**src/rtl/mmio_fabric.sv**
```systemverilog
// Single-master MMIO fabric: decodes a master access to one of N_SLV slaves, holds the
// slave-side request stable until that slave completes or the access times out.
module mmio_fabric #(
  parameter int unsigned               DATA_W   = 16,
  parameter int unsigned               ADDR_W   = 16,
  parameter int unsigned               N_SLV    = 3,
  parameter logic [N_SLV*ADDR_W-1:0]   SLV_BASE = {16'h6000, 16'h4000, 16'h0000},
  parameter logic [N_SLV*ADDR_W-1:0]   SLV_MASK = {16'hFFFF, 16'hE000, 16'hC000},
  parameter int unsigned               TIMEOUT  = 15,
  parameter logic [DATA_W-1:0]         ERR_DATA = '0
) (
  input  logic                      clk,
  input  logic                      reset,
  input  logic                      m_req,
  input  logic                      m_we,
  input  logic [ADDR_W-1:0]         m_addr,
  input  logic [DATA_W-1:0]         m_wdata,
  output logic [DATA_W-1:0]         m_rdata,
  output logic                      m_ready,
  output logic                      m_err,
  output logic [N_SLV-1:0]          s_sel,
  output logic                      s_we,
  output logic [ADDR_W-1:0]         s_addr,
  output logic [DATA_W-1:0]         s_wdata,
  input  logic [N_SLV*DATA_W-1:0]   s_rdata,
  input  logic [N_SLV-1:0]          s_ready,
  output logic [7:0]                err_count
);

  localparam int unsigned IDX_W = (N_SLV > 1) ? $clog2(N_SLV) : 1;
  localparam int unsigned CNT_W = (TIMEOUT > 1) ? $clog2(TIMEOUT) : 1;
  localparam logic [CNT_W-1:0] CNT_LAST = CNT_W'((TIMEOUT > 0) ? TIMEOUT - 1 : 0);

  typedef enum logic [1:0] {StIdle, StAccess, StResp} stateT;

  stateT              stateQ, stateD;
  logic [ADDR_W-1:0]  addrQ, addrD;
  logic [DATA_W-1:0]  wdataQ, wdataD;
  logic               weQ, weD;
  logic [IDX_W-1:0]   selQ, selD;
  logic [CNT_W-1:0]   cntQ, cntD;
  logic [DATA_W-1:0]  rdataQ, rdataD;
  logic               errQ, errD;
  logic [7:0]         errCntQ, errCntD;

  logic               hit;
  logic [IDX_W-1:0]   hitIdx;
  logic [DATA_W-1:0]  selRdata;
  logic               selReady;
  logic [N_SLV-1:0]   selOneHot;
  logic               setErr;

  // Descending scan so the lowest matching index is the one that sticks.
  always_comb begin
    hit    = 1'b0;
    hitIdx = '0;
    for (int i = N_SLV - 1; i >= 0; i--) begin
      if ((m_addr & SLV_MASK[i*ADDR_W +: ADDR_W]) == SLV_BASE[i*ADDR_W +: ADDR_W]) begin
        hit    = 1'b1;
        hitIdx = IDX_W'(i);
      end
    end
  end

  always_comb begin
    selRdata  = '0;
    selReady  = 1'b0;
    selOneHot = '0;
    for (int i = 0; i < N_SLV; i++) begin
      if (selQ == IDX_W'(i)) begin
        selRdata     = s_rdata[i*DATA_W +: DATA_W];
        selReady     = s_ready[i];
        selOneHot[i] = 1'b1;
      end
    end
  end

  always_comb begin
    stateD  = stateQ;
    addrD   = addrQ;
    wdataD  = wdataQ;
    weD     = weQ;
    selD    = selQ;
    cntD    = cntQ;
    rdataD  = rdataQ;
    errD    = errQ;
    errCntD = errCntQ;
    setErr  = 1'b0;
    unique case (stateQ)
      StIdle: begin
        if (m_req) begin
          addrD  = m_addr;
          wdataD = m_wdata;
          weD    = m_we;
          selD   = hitIdx;
          cntD   = '0;
          if (hit) begin
            stateD = StAccess;
          end else begin
            stateD = StResp;
            setErr = 1'b1;
          end
        end
      end
      StAccess: begin
        if (selReady) begin
          stateD = StResp;
          errD   = 1'b0;
          if (!weQ) rdataD = selRdata;
        end else if (TIMEOUT > 0 && cntQ == CNT_LAST) begin
          stateD = StResp;
          setErr = 1'b1;
        end else if (TIMEOUT > 0) begin
          cntD = cntQ + 1'b1;
        end
      end
      StResp: begin
        stateD = StIdle;
        cntD   = '0;
      end
      default: stateD = StIdle;
    endcase
    if (setErr) begin
      errD   = 1'b1;
      rdataD = ERR_DATA;
      if (errCntQ != 8'hFF) errCntD = errCntQ + 8'd1;
    end
  end

  always_ff @(posedge clk or negedge reset) begin
    if (!reset) begin
      stateQ  <= StIdle;
      addrQ   <= '0;
      wdataQ  <= '0;
      weQ     <= 1'b0;
      selQ    <= '0;
      cntQ    <= '0;
      rdataQ  <= '0;
      errQ    <= 1'b0;
      errCntQ <= '0;
    end else begin
      stateQ  <= stateD;
      addrQ   <= addrD;
      wdataQ  <= wdataD;
      weQ     <= weD;
      selQ    <= selD;
      cntQ    <= cntD;
      rdataQ  <= rdataD;
      errQ    <= errD;
      errCntQ <= errCntD;
    end
  end

  assign s_sel     = (stateQ == StAccess) ? selOneHot : '0;
  assign s_we      = (stateQ == StAccess) && weQ;
  assign s_addr    = addrQ;
  assign s_wdata   = wdataQ;
  assign m_ready   = (stateQ == StResp);
  assign m_err     = (stateQ == StResp) && errQ;
  assign m_rdata   = rdataQ;
  assign err_count = errCntQ;

endmodule
```
**config.mk**
```make
export PLATFORM = sky130hd
export DESIGN_NAME = mmio_fabric
export DESIGN_NICKNAME = d
export VERILOG_FILES = /design/src/rtl/mmio_fabric.sv
export SDC_FILE = /design/constraint.sdc
export NUM_CORES = 1
export LEC_CHECK = 0
export ABC_AREA = 1
export BUFFER_PORTS_ARGS = -buffer_cell sky130_fd_sc_hd__buf_2
export CAP_MARGIN = 20
export CORE_ASPECT_RATIO = 2
export CORE_MARGIN = 2
export CORE_UTILIZATION = 35
export DETAILED_ROUTE_END_ITERATION = 7
export GPL_ROUTABILITY_DRIVEN = 0
export MAX_ROUTING_LAYER = met4
export PLACE_DENSITY = 0.62
export RECOVER_POWER = 25
export SETUP_SLACK_MARGIN = 0.5
export SLEW_MARGIN = 20
export SYNTH_ARGS = -nofsm -noshare
export SYNTH_HDL_FRONTEND = slang
export SYNTH_SLANG_ARGS = --single-unit
export TNS_END_PERCENT = 20
```
**constraint.sdc**
```tcl
create_clock -name clk -period 3.51 [get_ports clk]
set_input_delay 0.351 -clock clk [delete_from_list [all_inputs] [get_ports clk]]
set_output_delay 0.351 -clock clk [all_outputs]
set_load 0.02 [all_outputs]
```
# Yosys cells after proc, flatten, opt, wreduce, memory -nomap -nowiden
# Cells that the tools add are included.
[word_totals]
n_memories = 0
input_bits = 87
wordCells = 75
latch_bits = 0
romBits = 0
mem_bits_rw = 0
register_bits = 66
[classes]
order_cmp = 0
n_addsub = 2
eq_ne = 13
multipliers = 0
n_reduce_logical = 14
n_mux = 37
n_div = 0
shift = 0
bitwise = 0
[ops]
columns = ["operator", "count"]
rows = [
  ["16-bit 2-to-1 mux", 7],
  ["16-bit by 15-bit == test with 1-bit output, second input constant", 1],
  ["16-bit logical NOT", 1],
  ["1-bit 2-to-1 mux", 16],
  ["2-bit 2-to-1 mux", 7],
  ["4-bit 2-to-1 mux", 3],
  ["4-bit one-hot mux with 3 select lines", 1],
  ["8-bit by 1-bit adder with 8-bit output, second input constant", 1],
  ["8-bit inequality test, second input constant", 1],
  ["2-bit AND reduction", 4],
  ["2-bit inequality test, second input constant", 3],
  ["4-bit by 1-bit adder with 4-bit output, second input constant", 1],
  ["2-bit by 1-bit == test with 1-bit output, second input constant", 2],
  ["2-bit == test, second input constant", 2],
  ["4-bit == test, second input constant", 1],
  ["2-bit logical NOT", 2],
  ["2-bit one-hot mux with 2 select lines", 1],
  ["4-bit AND reduction", 1],
  ["2-bit nonzero test", 2],
  ["3-bit by 2-bit == test with 1-bit output, second input constant", 1],
  ["3-bit 2-to-1 mux", 1],
  ["3-bit inequality test, second input constant", 1],
  ["3-bit AND reduction", 1],
  ["3-bit nonzero test", 1],
  ["3 further kinds", 4],
]

# Logic depth before layout (Yosys ltp)
[depth]
ltp_word = 9
depth_mapped = 10

# Worst setup path before layout
# OpenSTA, ideal clock, no wires.
[synth_timing]
path_kind = "register to output"
from = "register selQ[0]"
to = "output s_sel[0]"
arrival_ns = 1.331
slack_ns = 1.828
n_path_buf = 1
required_time_ns = 3.159
stages_incl_launch_ff = 5
cell_sequence = "dfrtp_1 > nor2_2 > clkbuf_1 > inv_1 > nor2_1"
[synth_via]
elab_chain_cells = 3
[synth_lines]
columns = ["item", "line", "text"]
rows = [
  ["start, declared", "40", "logic [IDX_W-1:0] selQ, selD;"],
  ["start signal, assigned", "146", "selQ <= selD;"],
  ["2-bit logical NOT", "70", "if (selQ == IDX_W'(i)) begin"],
  ["1-bit 2-to-1 mux", "70", ""],
  ["3-bit 2-to-1 mux", "154", "assign s_sel = (stateQ == StAccess) ? selOneHot : '0;"],
  ["end, declared", "21", "output logic [N_SLV-1:0] s_sel,"],
]
# Every way passes these cells.

# Worst setup path after layout
[layout_timing]
from = "register selQ[0]"
to = "register errCntQ[5], in the netlist err_count[5]"
[layout_via]
elab_chain_cells = 7
[layout_lines]
columns = ["item", "line", "text"]
rows = [
  ["2-bit logical NOT", "70", ""],
  ["1-bit 2-to-1 mux (2 in series)", "70", ""],
  ["1-bit 2-to-1 mux *", "70", ""],
  ["1-bit 2-to-1 mux *", "106", "if (selReady) begin"],
  ["1-bit one-hot mux with 2 select lines *", "89", "unique case (stateQ)"],
  ["2-bit AND reduction (no line) *", "n/a", ""],
  ["end signal, assigned", "150", "errCntQ <= errCntD;"],
  ["end, declared", "44", "logic [7:0] errCntQ, errCntD;"],
]
# Every way passes the cells marked *; elsewhere a longest branch is shown, timed or not.
# A chain may end at the register's enable or synchronous reset.

==> impl_results.md <==
* Critical Path RT at 3.77 ns
* Std-Cell Rows at 49
* Post-route setup slack at 1.26 ns
* CP top delay family: simple AND/OR/NAND/NOR gates
* First-pass iteration count of the detailed router at 5
* Syn Nets at between 500 and 600
* Synthesized flop and latch total at between 60 and 70
* Register area at 1650 um2
* Max_slew headroom at 0.196
* Critical path arrival at roughly 2.5 ns
* IO buf count at between 100 and 150
* Root buf cell: clkbuf_16
* Worst R2R Start: selQ[0]
* Status: finished clean
* Slew at the pin with the worst max-slew slack at around 1.2 ns
* Most area-hungry cell type in the Yosys netlist: dfrtp_1
* Post-DP HPWL at a little under 7 mm
* Ys flop type: dfrtp_1
* Synthesized area per cell at between 7 and 8 um2
* Antenna viol nets, final at 0
* Post-Syn Area at between 3000 and 4000 um2
* TritonCTS buffer count at 9
* Vias at ~3200
* Fill cells at 895
* Place WS at between 1 and 1.5 ns
* Count leader, synth: nand2_1
* Reg2Reg Depth at 9
* Fin crit period at around 2.3 ns
* Synth Warn # at 0
* H-tree depth at 3
* Sw Share at 0.380
* Worst-Skew Late Latency at 0.33 ns
* Max-Cap Viols at 0
* First-pass GRT wire length at between 10 and 15 mm
* Final setup TNS at 0 ns
* Share of power burned in registers at 0.380
* Post-synth EDFFs at 0
* Share of layout cells above drive strength 1 at 0.304
* Most Frequent Cell on Critical Path: nand2_1
* Post-synth top area share at 0.519
* Multi-input gate area at ~1400 um2
* Routed WL at 9.00 mm
* I/O pin cnt at ~150
* Sequential cell area fraction in the yosys report at 0.519
* Post-route DRC at 0
* Placement Cell Area at 4000 um2
* Final Hold Viols at 0
* CP Depth at 9
* Area growth, synth to finish at 34.7%
* Pwr Density at about 690 nW/um2
* Hold buffers post-CTS at 0
* Grt total ovfl at 0
* Asr flop ratio synth at 1.00
* Global Route Usage Sum at 0.191
* Fin. max-slew vios at 0
* Crit. End Element: register
* Final instance area at around 4300 um2
* Critical path buffers and inverters at 0
* # setup viols final at 0
* Post-CTS Setup Bufs at 0
* Clock Skews at approximately 0.0053 ns
* Die height at 139 um
* Final Cycle Share at 0.642
* Drt wl/cell at approximately 13 um
* Fmax at about 0.44 GHz
* Top cells by count, synth: 210 x nand2_1, 66 x dfrtp_1, 34 x nand3_1, 25 x nor2_1
* Internal Power at roughly 0.0018 W
* Core Area at 8890 um2
* Clock power share at 0.285
* NetSw at 0.00113 W
* CTS Sinks at 66
* CTS tree: yes
* Vias in the first global route at roughly 3200
* Largest net degree at the start of global routing at between 40 and 50
* Min-delay worst type: input port to register
* Critical Path Start: selQ[0]
* Clk slew on worst S/H paths at ~0.05 ns
* Hold Slack at 0.221 ns
* Horiz. Die Dim at a little over 70 um
* CP max FO at 26
* Crit-path max cell delay at approximately 0.59 ns
* Vias per cell at ~4.7
* Hold depth at 3
* Initial Util at 0.358
* Util after Layout at 0.482
* Critical Path Start Type: register
* Hold Path Origin: m_wdata[3]
* Leakage at ~2.4 nW
* VDD IR-drop max at roughly 0.00036 V
* Dominant cells by area after synthesis: dfrtp_1 52%, nand2_1 25%, nand3_1 5.4%, nor2_1 3.0%, a21oi_1 2.7%
* Nets@finish at around 660
* Crit Path Class: register to register
* Worst path slowest cell: nor2_2
* Distinct cells, synth at 25
* Die area at between 9000 and 10000 um2
* N_diodes at 0
* Post_cts resized at 0
* Clk buf depth at 2
* Logic gate share of total power at 0.335
* CP Cell Sequence: nor2_2 > nand2_2 > nand3_2 > nor2_1 > nand2_1 > nand2_2 > nand2_1 > nand2_1 > nand2_1
* Post-Syn Instances at about 420
* Unrepaired setup endpoints after global routing: false
* DRT iter0 DRCs at approximately 160
* Initial antenna violation count at 0
-- worst paths after layout --
check | to | slack, ns
min reg2reg | s_addr[12] | 0.46
max | err_count[5] | 1.26
min in group asynchronous | s_wdata[15] | 0.25
min | s_wdata[3] | 0.22
max in group asynchronous | m_rdata[9] | 1.51
max reg2reg | err_count[5] | 1.26
-- state kept, by name (all words and copies together), names as in the netlist --
signal and count:
cntQ 4, stateQ 2, s_addr 16, errQ 1, s_wdata 16, m_rdata 16
err_count 8, selQ 2, weQ 1
-- cells by family (layout without fill, tap and decap cells) --
logic type | after synthesis | count (layout) | share of synthesized area
buffers and inverters | 32 | 186 | 0.0441
adders and majority gates | 3 | 3 | 0.0118
DFF | 66 | 66 | 0.519
AOI/OAI and AO/OA | 28 | 28 | 0.0445
and+or+nand+nor | 281 | 281 | 0.358
muxes | 1 | 1 | 0.00315
xor gates and xnor gates | 7 | 7 | 0.0193
-- area by class of cell --
type / count / area share
flip-flops and latches: 66 / 0.386
multi-input cells: 320 / 0.324
repair buffers: 151 / 0.177
clock buffers: 14 / 0.0640
well taps: 102 / 0.0298
inverters: 19 / 0.0167
clock inverters: 2 / 0.00234
-- power by group through the flow --
stage / combinational [W] / clock, W / sequential, W
final: 0.000995 / 0.000847 / 0.00113
after global routing: 0.00111 / 0.000907 / 0.00116
after CTS: 0.00102 / 0.000862 / 0.00113
after detailed placement: 0.00101 / 0 / 0.00114
after global placement: 0.000997 / 0 / 0.00113
after floorplan: 0.000384 / 0 / 0.00136
-- per-stage QoR --
step           total power (W)  instances
6_report               0.00297        674
5_1_grt                0.00317        674
4_1_cts                0.00301        674
3_5_place_dp           0.00215        658
3_3_place_gp           0.00213        658
2_1_floorplan          0.00175        418
-- layer usage --
metal | wire length [um] | GRT usage | vias up
met1 | 3310 | 0.194 | 1431
li1 | - | - | 1603
met2 | 4890 | 0.344 | 148
met5 | 0 | - | -
met3 | 655 | 0.0458 | 14
met4 | 151 | 0.0735 | 0
-- worst register-to-register path: stages (launching register included) --
cell and delay (ns):
dfrtp_1 0.44, nor2_2 0.59, nand2_2 0.12, nand3_2 0.12, nor2_1 0.05, nand2_1 0.07, nand2_2 0.28, nand2_1 0.34
nand2_1 0.10, nand2_1 0.08
-- placed cells by master, fill, tap and decap left out --
cell       synthesis  layout
mux2i_1            1       1
buf_4              1       2
dfrtp_1           66      66
buf_2              1     147
clkinv_2           0       2
nand2_1          210     210
clkinv_1           1       1
or2_2              1       1
clkbuf_2           0       1
xor2_1             6       6
inv_1             17      17
xnor2_1            1       1
nand2_2            3       3
ha_1               3       3
a21oi_1           17      17
o22ai_1            1       1
clkbuf_1           8       3
nand3_2            1       1
clkbuf_16          0       9
inv_2              1       1
nor3_1             3       3
nor2_1            25      25
nor2_2             2       2
nor2_4             2       2
clkbuf_8           0       3
nand3_1           34      34
o21ai_0           10      10
Power figures use the tool's default switching activity.
